<file path="src/rtl/mem_arbiter_if.sv">
// Fetch port, data port and single-ported memory bus
// shared by mem_arbiter.
interface mem_arbiter_if #(
  parameter int ADDR_WIDTH = 32,
  parameter int DATA_WIDTH = 32
);
  logic                  if_req;
  logic [ADDR_WIDTH-1:0] if_addr;
  logic [DATA_WIDTH-1:0] if_rdata;
  logic                  if_ready;
  logic                  dm_read;
  logic                  dm_write;
  logic [ADDR_WIDTH-1:0] dm_addr;
  logic [DATA_WIDTH-1:0] dm_wdata;
  logic [DATA_WIDTH-1:0] dm_rdata;
  logic                  dm_ready;
  logic                  stall;
  logic                  mem_req;
  logic                  mem_we;
  logic [ADDR_WIDTH-1:0] mem_addr;
  logic [DATA_WIDTH-1:0] mem_wdata;
  logic [DATA_WIDTH-1:0] mem_rdata;
  logic                  mem_ack;

  modport master (
    input  if_req, if_addr,
    input  dm_read, dm_write,
    input  dm_addr, dm_wdata,
    input  mem_rdata, mem_ack,
    output if_rdata, if_ready,
    output dm_rdata, dm_ready,
    output stall,
    output mem_req, mem_we,
    output mem_addr, mem_wdata
  );

  modport slave (
    output if_req, if_addr,
    output dm_read, dm_write,
    output dm_addr, dm_wdata,
    output mem_rdata, mem_ack,
    input  if_rdata, if_ready,
    input  dm_rdata, dm_ready,
    input  stall,
    input  mem_req, mem_we,
    input  mem_addr, mem_wdata
  );
endinterface

</file>
<file path="src/rtl/mem_arbiter.sv">
// Shares one single-ported memory between fetch and data
// ports; data has priority, bounded by a starvation counter.
module mem_arbiter #(
  parameter int ADDR_WIDTH   = 32,
  parameter int DATA_WIDTH   = 32,
  parameter int STARVE_LIMIT = 4
) (
  input logic           clock,
  input logic           reset,
  mem_arbiter_if.master bus
);
  typedef enum logic [1:0] {
    IDLE, BUSY_D, BUSY_I, RESP
  } state_e;

  localparam logic [3:0] LIMIT = 4'(STARVE_LIMIT);

  state_e                state_q, state_d;
  logic [3:0]            starve_q, starve_d;
  logic                  owner_dm_q, owner_dm_d;
  logic                  mem_req_q, mem_req_d;
  logic                  mem_we_q, mem_we_d;
  logic [ADDR_WIDTH-1:0] mem_addr_q, mem_addr_d;
  logic [DATA_WIDTH-1:0] mem_wdata_q, mem_wdata_d;
  logic [DATA_WIDTH-1:0] if_rdata_q, if_rdata_d;
  logic [DATA_WIDTH-1:0] dm_rdata_q, dm_rdata_d;

  logic dm_req;
  logic starved;
  logic if_ready;
  logic dm_ready;

  assign dm_req  = bus.dm_read | bus.dm_write;
  assign starved = bus.if_req && (starve_q == LIMIT);

  always_ff @(posedge clock) begin
    if (reset) begin
      state_q     <= IDLE;
      starve_q    <= '0;
      owner_dm_q  <= 1'b0;
      mem_req_q   <= 1'b0;
      mem_we_q    <= 1'b0;
      mem_addr_q  <= '0;
      mem_wdata_q <= '0;
      if_rdata_q  <= '0;
      dm_rdata_q  <= '0;
    end else begin
      state_q     <= state_d;
      starve_q    <= starve_d;
      owner_dm_q  <= owner_dm_d;
      mem_req_q   <= mem_req_d;
      mem_we_q    <= mem_we_d;
      mem_addr_q  <= mem_addr_d;
      mem_wdata_q <= mem_wdata_d;
      if_rdata_q  <= if_rdata_d;
      dm_rdata_q  <= dm_rdata_d;
    end
  end

  always_comb begin
    state_d     = state_q;
    starve_d    = starve_q;
    owner_dm_d  = owner_dm_q;
    mem_req_d   = mem_req_q;
    mem_we_d    = mem_we_q;
    mem_addr_d  = mem_addr_q;
    mem_wdata_d = mem_wdata_q;
    if_rdata_d  = if_rdata_q;
    dm_rdata_d  = dm_rdata_q;
    case (state_q)
      IDLE: begin
        if (dm_req && !starved) begin
          state_d     = BUSY_D;
          owner_dm_d  = 1'b1;
          mem_req_d   = 1'b1;
          mem_we_d    = bus.dm_write;
          mem_addr_d  = bus.dm_addr;
          mem_wdata_d = bus.dm_wdata;
          starve_d    = bus.if_req ? starve_q + 4'd1 : 4'd0;
        end else if (bus.if_req) begin
          state_d    = BUSY_I;
          owner_dm_d = 1'b0;
          mem_req_d  = 1'b1;
          mem_we_d   = 1'b0;
          mem_addr_d = bus.if_addr;
          starve_d   = 4'd0;
        end else begin
          starve_d = 4'd0;
        end
      end
      BUSY_D, BUSY_I: begin
        if (bus.mem_ack) begin
          state_d   = RESP;
          mem_req_d = 1'b0;
          mem_we_d  = 1'b0;
          // mem_we_q still tells read from write here
          if (!mem_we_q) begin
            if (state_q == BUSY_D) dm_rdata_d = bus.mem_rdata;
            else                   if_rdata_d = bus.mem_rdata;
          end
        end
      end
      RESP:    state_d = IDLE;
      default: state_d = IDLE;
    endcase
  end

  always_comb begin
    if_ready = 1'b0;
    dm_ready = 1'b0;
    if (state_q == RESP) begin
      if_ready = !owner_dm_q;
      dm_ready = owner_dm_q;
    end
  end

  assign bus.if_ready  = if_ready;
  assign bus.dm_ready  = dm_ready;
  assign bus.if_rdata  = if_rdata_q;
  assign bus.dm_rdata  = dm_rdata_q;
  assign bus.mem_req   = mem_req_q;
  assign bus.mem_we    = mem_we_q;
  assign bus.mem_addr  = mem_addr_q;
  assign bus.mem_wdata = mem_wdata_q;
  assign bus.stall     = (bus.if_req & ~if_ready)
                       | (dm_req & ~dm_ready);
endmodule

</file>
<file path="src/flat_wrapper.sv">
// flat-port wrapper written by rule: the top's interface ports become plain ports
module mem_arbiter_flat 
#(
  parameter int ADDR_WIDTH   = 32,
  parameter int DATA_WIDTH   = 32,
  parameter int STARVE_LIMIT = 4
)
  (clock, reset, bus_if_req, bus_if_addr, bus_dm_read, bus_dm_write, bus_dm_addr, bus_dm_wdata, bus_mem_rdata, bus_mem_ack, bus_if_rdata, bus_if_ready, bus_dm_rdata, bus_dm_ready, bus_stall, bus_mem_req, bus_mem_we, bus_mem_addr, bus_mem_wdata);
  mem_arbiter_if #(.ADDR_WIDTH(ADDR_WIDTH), .DATA_WIDTH(DATA_WIDTH)) bus_i ();
  input logic clock;
  input logic reset;
  input wire logic [$bits(bus_i.if_req)-1:0] bus_if_req;
  input wire logic [$bits(bus_i.if_addr)-1:0] bus_if_addr;
  input wire logic [$bits(bus_i.dm_read)-1:0] bus_dm_read;
  input wire logic [$bits(bus_i.dm_write)-1:0] bus_dm_write;
  input wire logic [$bits(bus_i.dm_addr)-1:0] bus_dm_addr;
  input wire logic [$bits(bus_i.dm_wdata)-1:0] bus_dm_wdata;
  input wire logic [$bits(bus_i.mem_rdata)-1:0] bus_mem_rdata;
  input wire logic [$bits(bus_i.mem_ack)-1:0] bus_mem_ack;
  output wire logic [$bits(bus_i.if_rdata)-1:0] bus_if_rdata;
  output wire logic [$bits(bus_i.if_ready)-1:0] bus_if_ready;
  output wire logic [$bits(bus_i.dm_rdata)-1:0] bus_dm_rdata;
  output wire logic [$bits(bus_i.dm_ready)-1:0] bus_dm_ready;
  output wire logic [$bits(bus_i.stall)-1:0] bus_stall;
  output wire logic [$bits(bus_i.mem_req)-1:0] bus_mem_req;
  output wire logic [$bits(bus_i.mem_we)-1:0] bus_mem_we;
  output wire logic [$bits(bus_i.mem_addr)-1:0] bus_mem_addr;
  output wire logic [$bits(bus_i.mem_wdata)-1:0] bus_mem_wdata;
  assign bus_i.if_req = bus_if_req;
  assign bus_i.if_addr = bus_if_addr;
  assign bus_i.dm_read = bus_dm_read;
  assign bus_i.dm_write = bus_dm_write;
  assign bus_i.dm_addr = bus_dm_addr;
  assign bus_i.dm_wdata = bus_dm_wdata;
  assign bus_i.mem_rdata = bus_mem_rdata;
  assign bus_i.mem_ack = bus_mem_ack;
  assign bus_if_rdata = bus_i.if_rdata;
  assign bus_if_ready = bus_i.if_ready;
  assign bus_dm_rdata = bus_i.dm_rdata;
  assign bus_dm_ready = bus_i.dm_ready;
  assign bus_stall = bus_i.stall;
  assign bus_mem_req = bus_i.mem_req;
  assign bus_mem_we = bus_i.mem_we;
  assign bus_mem_addr = bus_i.mem_addr;
  assign bus_mem_wdata = bus_i.mem_wdata;
  mem_arbiter #(.ADDR_WIDTH(ADDR_WIDTH), .DATA_WIDTH(DATA_WIDTH), .STARVE_LIMIT(STARVE_LIMIT)) u_core (.clock(clock), .reset(reset), .bus(bus_i));
endmodule
</file>
<file path="config.mk">
export PLATFORM = sky130hd
export DESIGN_NAME = mem_arbiter_flat
export DESIGN_NICKNAME = d
export VERILOG_FILES = /design/src/rtl/mem_arbiter_if.sv /design/src/rtl/mem_arbiter.sv /design/src/flat_wrapper.sv
export SDC_FILE = /design/constraint.sdc
export NUM_CORES = 1
export LEC_CHECK = 0
export CAP_MARGIN = 20
export CORE_MARGIN = 10
export CORE_UTILIZATION = 44
export DETAILED_ROUTE_END_ITERATION = 7
export GPL_TIMING_DRIVEN = 0
export PLACE_DENSITY = 0.83
export SYNTH_ARGS = -nofsm -noshare
export SYNTH_HDL_FRONTEND = slang
export SYNTH_SLANG_ARGS = --single-unit
export TNS_END_PERCENT = 10
</file>
<file path="constraint.sdc">
create_clock -name clock -period 4 [get_ports clock]
set_input_delay 0.4 -clock clock [delete_from_list [all_inputs] [get_ports clock]]
set_output_delay 0.4 -clock clock [all_outputs]
set_load 0.03 [all_outputs]
</file>
Word-level counts from Yosys, hierarchy flattened
Index checks and enable logic that the tools add are counted.
{"block": "word_totals", "register_bits": 137, "input_bits": 134, "out_inout_bits": 133, "elab_cells": 56}
{"block": "classes", "addsub": 1, "n_eq_ne": 6, "mux": 18, "bitwise_logic": 8, "reduce_logical": 14}
{"op": "32-bit two-way mux", "n": 2}
{"op": "1-bit two-way mux", "n": 8}
{"op": "4-bit two-way mux", "n": 2}
{"op": "4-bit AND reduction", "n": 2}
{"op": "2-bit two-way mux", "n": 3}
{"op": "2-bit case mux with 3 select lines", "n": 1}
{"op": "2-bit AND reduction", "n": 3}
{"op": "4-bit by 1-bit adder with 4-bit output (second input constant)", "n": 1}
{"op": "2-bit == test (second input constant)", "n": 2}
{"op": "4-bit by 3-bit == test with 1-bit output (second input constant)", "n": 1}
{"op": "1-bit inverter", "n": 4}
{"op": "1-bit case mux with 2 select lines", "n": 2}
{"op": "2-bit nonzero test", "n": 2}
{"op": "3-bit by 2-bit inequality test with 1-bit output (second input constant)", "n": 1}
{"op": "3-bit AND reduction", "n": 1}
{"op": "1-bit AND", "n": 2}
{"op": "2-bit by 1-bit == test with 1-bit output (second input constant)", "n": 1}
{"op": "1-bit logical AND", "n": 2}
{"op": "1-bit zero test", "n": 2}
{"op": "2-bit zero test", "n": 1}
{"op": "2-bit inequality test (second input constant)", "n": 1}
{"op": "1-bit OR", "n": 2}
{"op": "2-bit OR reduction", "n": 1}

Longest topological paths before layout
Gate-level depths: netlist (run 1).
{"block": "logic_depth", "depth_word": 6, "ltp_mapped": 8, "mapped_depth_nobuf": 6}

Worst setup path before layout (run 1)
Ideal clock, no wire load.
{"block": "synth_path", "path_kind": "register to output", "start": "register u_core.state_q[0]", "end": "output bus_stall", "arrival_ps": 1386, "path_slack_ps": 2214, "stages_incl_launch_ff": 5, "n_path_buf": 0, "path_cell_list": "dfxtp_1 -> ha_1 -> nor2b_1 -> nand2_1 -> o2bb2ai_1"}
{"block": "synth_between", "elab_chain_cells": 5, "elab_cells_between_ends": 8}
{"element": "from (decl)", "line": "mem_arbiter.sv:18", "rtl": "state_e state_q, state_d;"}
{"element": "from (signal assigned)", "line": "mem_arbiter.sv:48", "rtl": "state_q <= state_d;"}
{"element": "2-bit == test", "line": "mem_arbiter.sv:111", "rtl": "if (state_q == RESP) begin"}
{"element": "1-bit two-way mux", "line": "mem_arbiter.sv:111"}
{"element": "net bus_if_ready", "line": "flat_wrapper.sv:21", "rtl": "output wire logic [$bits(bus_i.if_ready)-1:0] bus_if_ready;"}
{"element": "1-bit inverter", "line": "mem_arbiter.sv:125", "rtl": "assign bus.stall = (bus.if_req & ~if_ready)"}
{"element": "1-bit AND", "line": "mem_arbiter.sv:125"}
{"element": "1-bit OR", "line": "mem_arbiter.sv:126", "rtl": "| (dm_req & ~dm_ready);"}
{"element": "to (decl)", "line": "flat_wrapper.sv:24", "rtl": "output wire logic [$bits(bus_i.stall)-1:0] bus_stall;"}
The timed path passes the listed nets, and every way through them passes these cells.

Worst setup path after layout (run 1)
{"block": "layout_path", "start": "register u_core.state_q[0]", "end": "output bus_stall"}
{"block": "layout_between", "elab_chain_cells": 5, "elab_cells_between_ends": 8}
{"element": "2-bit == test *", "line": "mem_arbiter.sv:111"}
{"element": "1-bit two-way mux", "line": "mem_arbiter.sv:111"}
{"element": "1-bit inverter (on tied branches)", "line": "mem_arbiter.sv:125, mem_arbiter.sv:126"}
{"element": "1-bit AND (on tied branches)", "line": "mem_arbiter.sv:125, mem_arbiter.sv:126"}
{"element": "1-bit OR *", "line": "mem_arbiter.sv:126"}
Mark *: on every way between the ends. The rest lies on a longest branch, timed or not.

==> results of run 1 <==
[flip-flops by register name, indices dropped and copies added (netlist names)]
name / flops
u_core.bus.dm_rdata: 32
u_core.bus.if_rdata: 32
u_core.bus.mem_addr: 32
u_core.bus.mem_req: 1
u_core.bus.mem_wdata: 32
u_core.bus.mem_we: 1
u_core.owner_dm_q: 1
u_core.starve_q: 4
u_core.state_q: 2
[area by class of cell]
type	count	area [um^2]
timing repair buffer	265	2650
clock buffer	19	453
fill	1049	3450
multi-input combinational	479	2530
sequential	137	2740
clock inverter	13	166
tap	172	215
buffer	52	292
inverter	6	22.5
[routing by layer]
metal / GRT usage, % / up-vias / routed length [um]
met5: 0 / - / 0
met4: 10.6 / 0 / 754
met3: 8.74 / 47 / 1850
met2: 36.0 / 239 / 9480
met1: 24.7 / 2609 / 7960
li1: - / 2806 / -
[cell families (layout without fill, tap and decap cells)]
logic type / after synthesis / in the layout / share of synthesized area [%]
muxes: 1 / 1 / 0.179
and+or+nand+nor: 293 / 293 / 21.2
DFF: 137 / 137 / 49.1
adders and majority gates: 6 / 6 / 1.34
AOI/OAI and AO/OA: 179 / 179 / 22.6
buffers and inverters: 58 / 355 / 5.62
[cells in the final DEF, fill, tap and decap left out, types with 4 or more instances in the layout]
master	count
a21oi_1	106
a211oi_2	29
clkbuf_16	17
nand2_1	231
a21oi_2	28
inv_1	6
ha_1	6
nand2b_1	5
buf_6	5
clkdlybuf4s50_1	265
clkbuf_1	23
a211oi_1	4
nor2_1	37
buf_2	20
dfxtp_1	137
[worst reg2reg max path, delay by kind of cell (launching register included)]
kind / cells / cell delay, ps
DFF: 1 / 390
buffers and inverters: 2 / 510
adders and majority gates: 1 / 400
AOI/OAI and AO/OA: 1 / 170
and+or+nand+nor: 2 / 380
[per-stage QoR]
step	hold slack (ps)	instances	total power (W)	utilization, %
3_3_place_gp	440	1111	0.00454	67.5
4_1_cts	348	1143	0.00623	72.5
6_report	356	1143	0.00619	72.5
3_5_place_dp	446	1111	0.00458	67.5
5_1_grt	375	1143	0.00652	72.5
2_1_floorplan	454	674	0.00352	-
[worst min path at each step]
| stage | start | cells past startpoint | slack, ps | end |
|---|---|---|---|---|
| floorplan | u_core.starve_q[3] | 2 | 450 | u_core.starve_q[3] |
| global placement | u_core.bus.mem_wdata[18] | 2 | 440 | u_core.bus.mem_wdata[18] |
| detailed placement | u_core.bus.dm_rdata[9] | 2 | 450 | u_core.bus.dm_rdata[9] |
| CTS | bus_if_req | 3 | 350 | u_core.starve_q[3] |
| global route | bus_if_req | 3 | 380 | u_core.starve_q[3] |
| finish | bus_if_req | 3 | 360 | u_core.starve_q[3] |
[where the power goes]
group          leakage (nW)  switching (W)  internal [W]  total [W]
registers              1.12       0.000154       0.00168    0.00183
clock network         0.296       0.000621       0.00102    0.00164
logic                  1.87        0.00164       0.00108    0.00272
total                  3.29        0.00242       0.00377    0.00619
==> out/metrics.csv, run 1 <==
metric,value,unit
"count leader, synth",nand2_1,
Worst Path Arrival,2000,ps
DRT Pass-1 Iters,5,
clock sinks,137,
post-CTS setup buffers,0,
DPL Wire Length,15200,um
hold_buf cts,0,
Slowest cell on crit path,clkdlybuf4s50_1,
CP Max Fanout,4,
asr flop ratio synth,0,%
max frequency,0.417,GHz
critical setup path kind,flop to output pin,
GRT Resource Usage Total,22.1,%
# rows,41,
Worst Hold Class,primary input to flop,
CTS root buf,clkbuf_16,
"EDFF count, synth",0,
Worst Max-Slew Pin Slew,755,ps
Buf/Inv on CP,1,
boundary pin count,267,
RePlAce Congestion,0.825,
Die Area,17600,um^2
"Setup violations, final",0,
Static Leak,3.29,nW
CTS tree,yes,
WL final,20000,um
CTS Buffer Depth,2,
Core Area,12500,um^2
Clock transition at path regs,60,ps
Area Growth Syn to Fin,62.4,%
number of global-route vias before repair,5733,
Die Span X,133,um
first-pass GRT wire length,30900,um
Top delay family on crit path,buffers and inverters,
PortBufs,265,
Yosys warnings,0,
largest net degree at the start of global routing,17,
Layout Skew,9.59,ps
total grt overflow,0,
startpoint types,flop,
max-slew violations,0,
worst setup path endpoint,bus_stall,
final setup margin,1600,ps
cell area after placement,8450,um^2
fraction of layout cells with a size suffix above 1,12.4,%
total number of vias,5701,
n_diodes,0,
Critical Path Start,u_core.state_q[0],
Final Hold Fails,0,
"Seq/Total Area, Yosys",49.1,%
Critical R2R Launch,u_core.state_q[0],
Post-synth top cells,"nand2_1, dfxtp_1, a21oi_1",
Synth Instances,674,
max incr delay on CP,720,ps
status,"finished, final reports clean",
most area-hungry cell type in the Yosys netlist,dfxtp_1,
critical path required time,3600,ps
total CTS buffers,17,
R2R Setup Slk,2080,ps
max cap viols,0,
initial antenna violation count,0,
Max-slew headroom,49.7,%
Initial Util,44.6,%
fin crit period,2400,ps
H-tree depth,4,
cell area after layout,9070,um^2
Max VDD drop,311,uV
pre-CTS setup slack,1650,ps
CP endpoint kind,output pin,
Synth top area share,49.1,%
Synth cell types,36,
pwr dens,683,nW/um^2
Synth Register Bits,137,
Post-CTS Resized,0,
depth of the worst register-to-register path,6,
end of the worst register-to-register path,u_core.bus.if_rdata[25],
crit-path cells,ha_1 > nor2b_1 > nand2_1 > o2bb2ai_1 > clkdlybuf4s50_1,
antenna-violating nets left,0,
final worst-path cycle share,60.0,%
unrepaired setup endpoints after global routing,no,
Iteration-0 DRC Markers,307,
worst-skew pair later-pin latency,420,ps
Worst path depth,5,
top_reg_cell synth,dfxtp_1,
Syn Area/Cell,8.29,um^2
# DRC,0,
routed len/inst,17.5,um
TNS Setup,0,ps
Synth Net Count,814,
Die Ht,133,um
Final nets,1098,
Syn Std Cell Area,5580,um^2
vias per inst,4.99,
synth top area cells,"dfxtp_1, nand2_1, a21oi_1, a211oi_2, a21oi_2",
Power figures use the tool's default switching activity.
==> run 2, diff against run 1 <==
--- a/config.mk
+++ b/config.mk
@@ -7,10 +7,10 @@
 export LEC_CHECK = 0
 export CAP_MARGIN = 20
 export CORE_MARGIN = 10
-export CORE_UTILIZATION = 44
+export CORE_UTILIZATION = 41
 export DETAILED_ROUTE_END_ITERATION = 7
 export GPL_TIMING_DRIVEN = 0
-export PLACE_DENSITY = 0.83
+export PLACE_DENSITY = 0.78
 export SYNTH_ARGS = -nofsm -noshare
 export SYNTH_HDL_FRONTEND = slang
 export SYNTH_SLANG_ARGS = --single-unit
==> constraint.sdc (replaced) <==
create_clock -name clock -period 2.23 [get_ports clock]
set_input_delay 0.223 -clock clock [delete_from_list [all_inputs] [get_ports clock]]
set_output_delay 0.223 -clock clock [all_outputs]
set_load 0.03 [all_outputs]
==> run 2 against run 1 <==
Net effect:
- core utilization decreased by 4.1 points
- global-route usage decreased by 1.0 points
- register-to-register slack got worse by 1800 ps
- combinational power increased by 79%
- sequential power increased by 80%
- largest power group unchanged
==> out/metrics.csv, run 2 (same netlist as run 1, synthesis figures left out) <==
metric,value,unit,change
max cap viols,0,,unchanged
RePlAce Congestion,0.823,,was 0.825
status,"finished, final reports clean",,unchanged
max frequency,0.469,GHz,
routed len/inst,17.6,um,was 17.5 um
met2 Use GR,34.7,%,was 36.0%
Die Area,18700,um^2,was 17600 um^2
M3 GR Usage,8.03,%,was 8.74%
# rows,42,,was 41
first-pass GRT wire length,30700,um,was 30900 um
post-CTS setup buffers,0,,unchanged
total number of vias,5656,,was 5701
total CTS buffers,17,,unchanged
Worst Hold Class,primary input to flop,,unchanged
Clock transition at path regs,60,ps,about the same
number of global-route vias before repair,5581,,was 5733
Max VDD drop,741,uV,was 311 uV
Max-slew headroom,47.2,%,was 49.7%
boundary pin count,267,,unchanged
Final Hold Fails,0,,unchanged
total grt overflow,0,,unchanged
n_diodes,0,,unchanged
cell area after placement,8460,um^2,was 8450 um^2
GRT Resource Usage Total,21.0,%,was 22.1%
max-slew violations,0,,unchanged
vias per inst,4.94,,was 4.99
# fillers,1118,,was 1049
pwr dens,1240,nW/um^2,was 683 nW/um^2
critical setup path kind,flop to output pin,,unchanged
Buf/Inv on CP,1,,unchanged
WL final,20200,um,was 20000 um
Static Leak,3.30,nW,was 3.29 nW
DRT Pass-1 Iters,4,,was 5
max incr delay on CP,750,ps,was 720 ps
most used routing layer in global routing,met2,,unchanged
Top delay family on crit path,buffers and inverters,,unchanged
Final nets,1098,,unchanged
final worst-path cycle share,95.6,%,
TNS Setup,0,ps,unchanged
CP Max Fanout,4,,unchanged
unrepaired setup endpoints after global routing,no,,unchanged
largest net degree at the start of global routing,17,,unchanged
fin crit period,2130,ps,
Area Growth Syn to Fin,62.9,%,was 62.4%
crit-path cells,ha_1 > nor2b_1 > clkdlybuf4s50_1,,was ha_1 > nor2b_1 > nand2_1 > o2bb2ai_1 > clkdlybuf4s50_1
fraction of layout cells with a size suffix above 1,12.1,%,was 12.4%
Worst Path Arrival,1910,ps,was 2000 ps
"Setup violations, final",0,,unchanged
met1 GRT Util,24.3,%,was 24.7%
critical path required time,2010,ps,was 3600 ps
Die Span X,137,um,was 133 um
CTS Buffer Depth,2,,unchanged
startpoint types,flop,,unchanged
Slowest cell on crit path,clkdlybuf4s50_1,,unchanged
"most common cell after layout, fill and taps aside",clkdlybuf4s50_1,,unchanged
PortBufs,265,,unchanged
H-tree depth,4,,unchanged
Iteration-0 DRC Markers,268,,was 307
Initial Util,42.0,%,was 44.6%
Die Ht,137,um,was 133 um
Core Area,13300,um^2,was 12500 um^2
worst-skew pair later-pin latency,420,ps,about the same
# DRC,0,,unchanged
initial antenna violation count,0,,unchanged
Worst Max-Slew Pin Slew,792,ps,was 755 ps
"commonest non-fill, non-tap cells in the layout","clkdlybuf4s50_1, nand2_1, dfxtp_1",,unchanged
CTS root buf,clkbuf_16,,unchanged
DPL Wire Length,15400,um,was 15200 um
antenna-violating nets left,0,,unchanged
CTS tree,yes,,unchanged
CP endpoint kind,output pin,,unchanged
Layout Skew,11.0,ps,was 9.59 ps
clock sinks,137,,unchanged
cell area after layout,9090,um^2,was 9070 um^2
-- run 2: per-layer routing --
layer	vias up	part of all wire, %	wire [um]
met2	208	49	9880
met1	2615	39	7800
li1	2806	-	-
met3	27	11	2140
met5	-	0	0
met4	0	2.0	399
-- run 2: power breakdown --
part	switching [W]	internal, W
combinational	0.00294	0.00193
clock	0.00106	0.00201
sequential	0.000282	0.00301
total	0.00429	0.00695
-- run 2: worst paths after layout --
kind	cells after the start	from	to	slack [ps]
setup reg to reg	6	u_core.state_q[0]	u_core.bus.if_rdata[20]	320
setup / recovery	3	u_core.state_q[0]	bus_if_ready	100
hold reg to reg	2	u_core.bus.if_rdata[31]	u_core.bus.if_rdata[31]	450
hold / removal	3	bus_if_req	u_core.starve_q[2]	190
-- run 2: final cells by class --
type                            count  area (um^2)  share of cell area [%]
Clock buffer                       20          447                    4.91
Timing Repair Buffer              265         2650                    29.2
Clock inverter                     11          193                    2.12
Sequential cell                   137         2740                    30.2
Multi-Input combinational cell    479         2530                    27.8
Buffer                             52          292                    3.21
Inverter                            6         22.5                   0.248
Tap cell                          176          220                    2.42
-- run 2: what timing repair did --
item / CTS / global route
endpoints found under the setup margin: 1 / 0
gates resized for setup: 1 / 0
hold buffers: 0 / 0
-- run 2: worst min-delay path, delay by kind of cell --
family	cells	cell delay [ps]
AOI/OAI and AO/OA	1	70
and+or+nand+nor	1	100
buffers and inverters	1	160
-- run 2: per-stage QoR --
stage               setup WS (ps)  utilization [%]  std cells  hold WS [ps]  total power (W)
finish                       98.9             68.4       1146           189           0.0112
global route                 47.0             68.4       1146           221           0.0118
CTS                          67.4             68.4       1146           176           0.0113
detailed placement            109             63.6       1115           446          0.00824
global placement              145             63.6       1115           441          0.00817
floorplan                     621                -        674           359          0.00632
==> run 3, diff against run 2 <==
--- a/config.mk
+++ b/config.mk
@@ -8,6 +8,7 @@
 export CAP_MARGIN = 20
 export CORE_MARGIN = 10
 export CORE_UTILIZATION = 41
+export CTS_CLUSTER_DIAMETER = 60
 export DETAILED_ROUTE_END_ITERATION = 7
 export GPL_TIMING_DRIVEN = 0
 export PLACE_DENSITY = 0.78
==> results of run 3 <==
The final DEF is identical to that of run 2; final timing and power are the same.
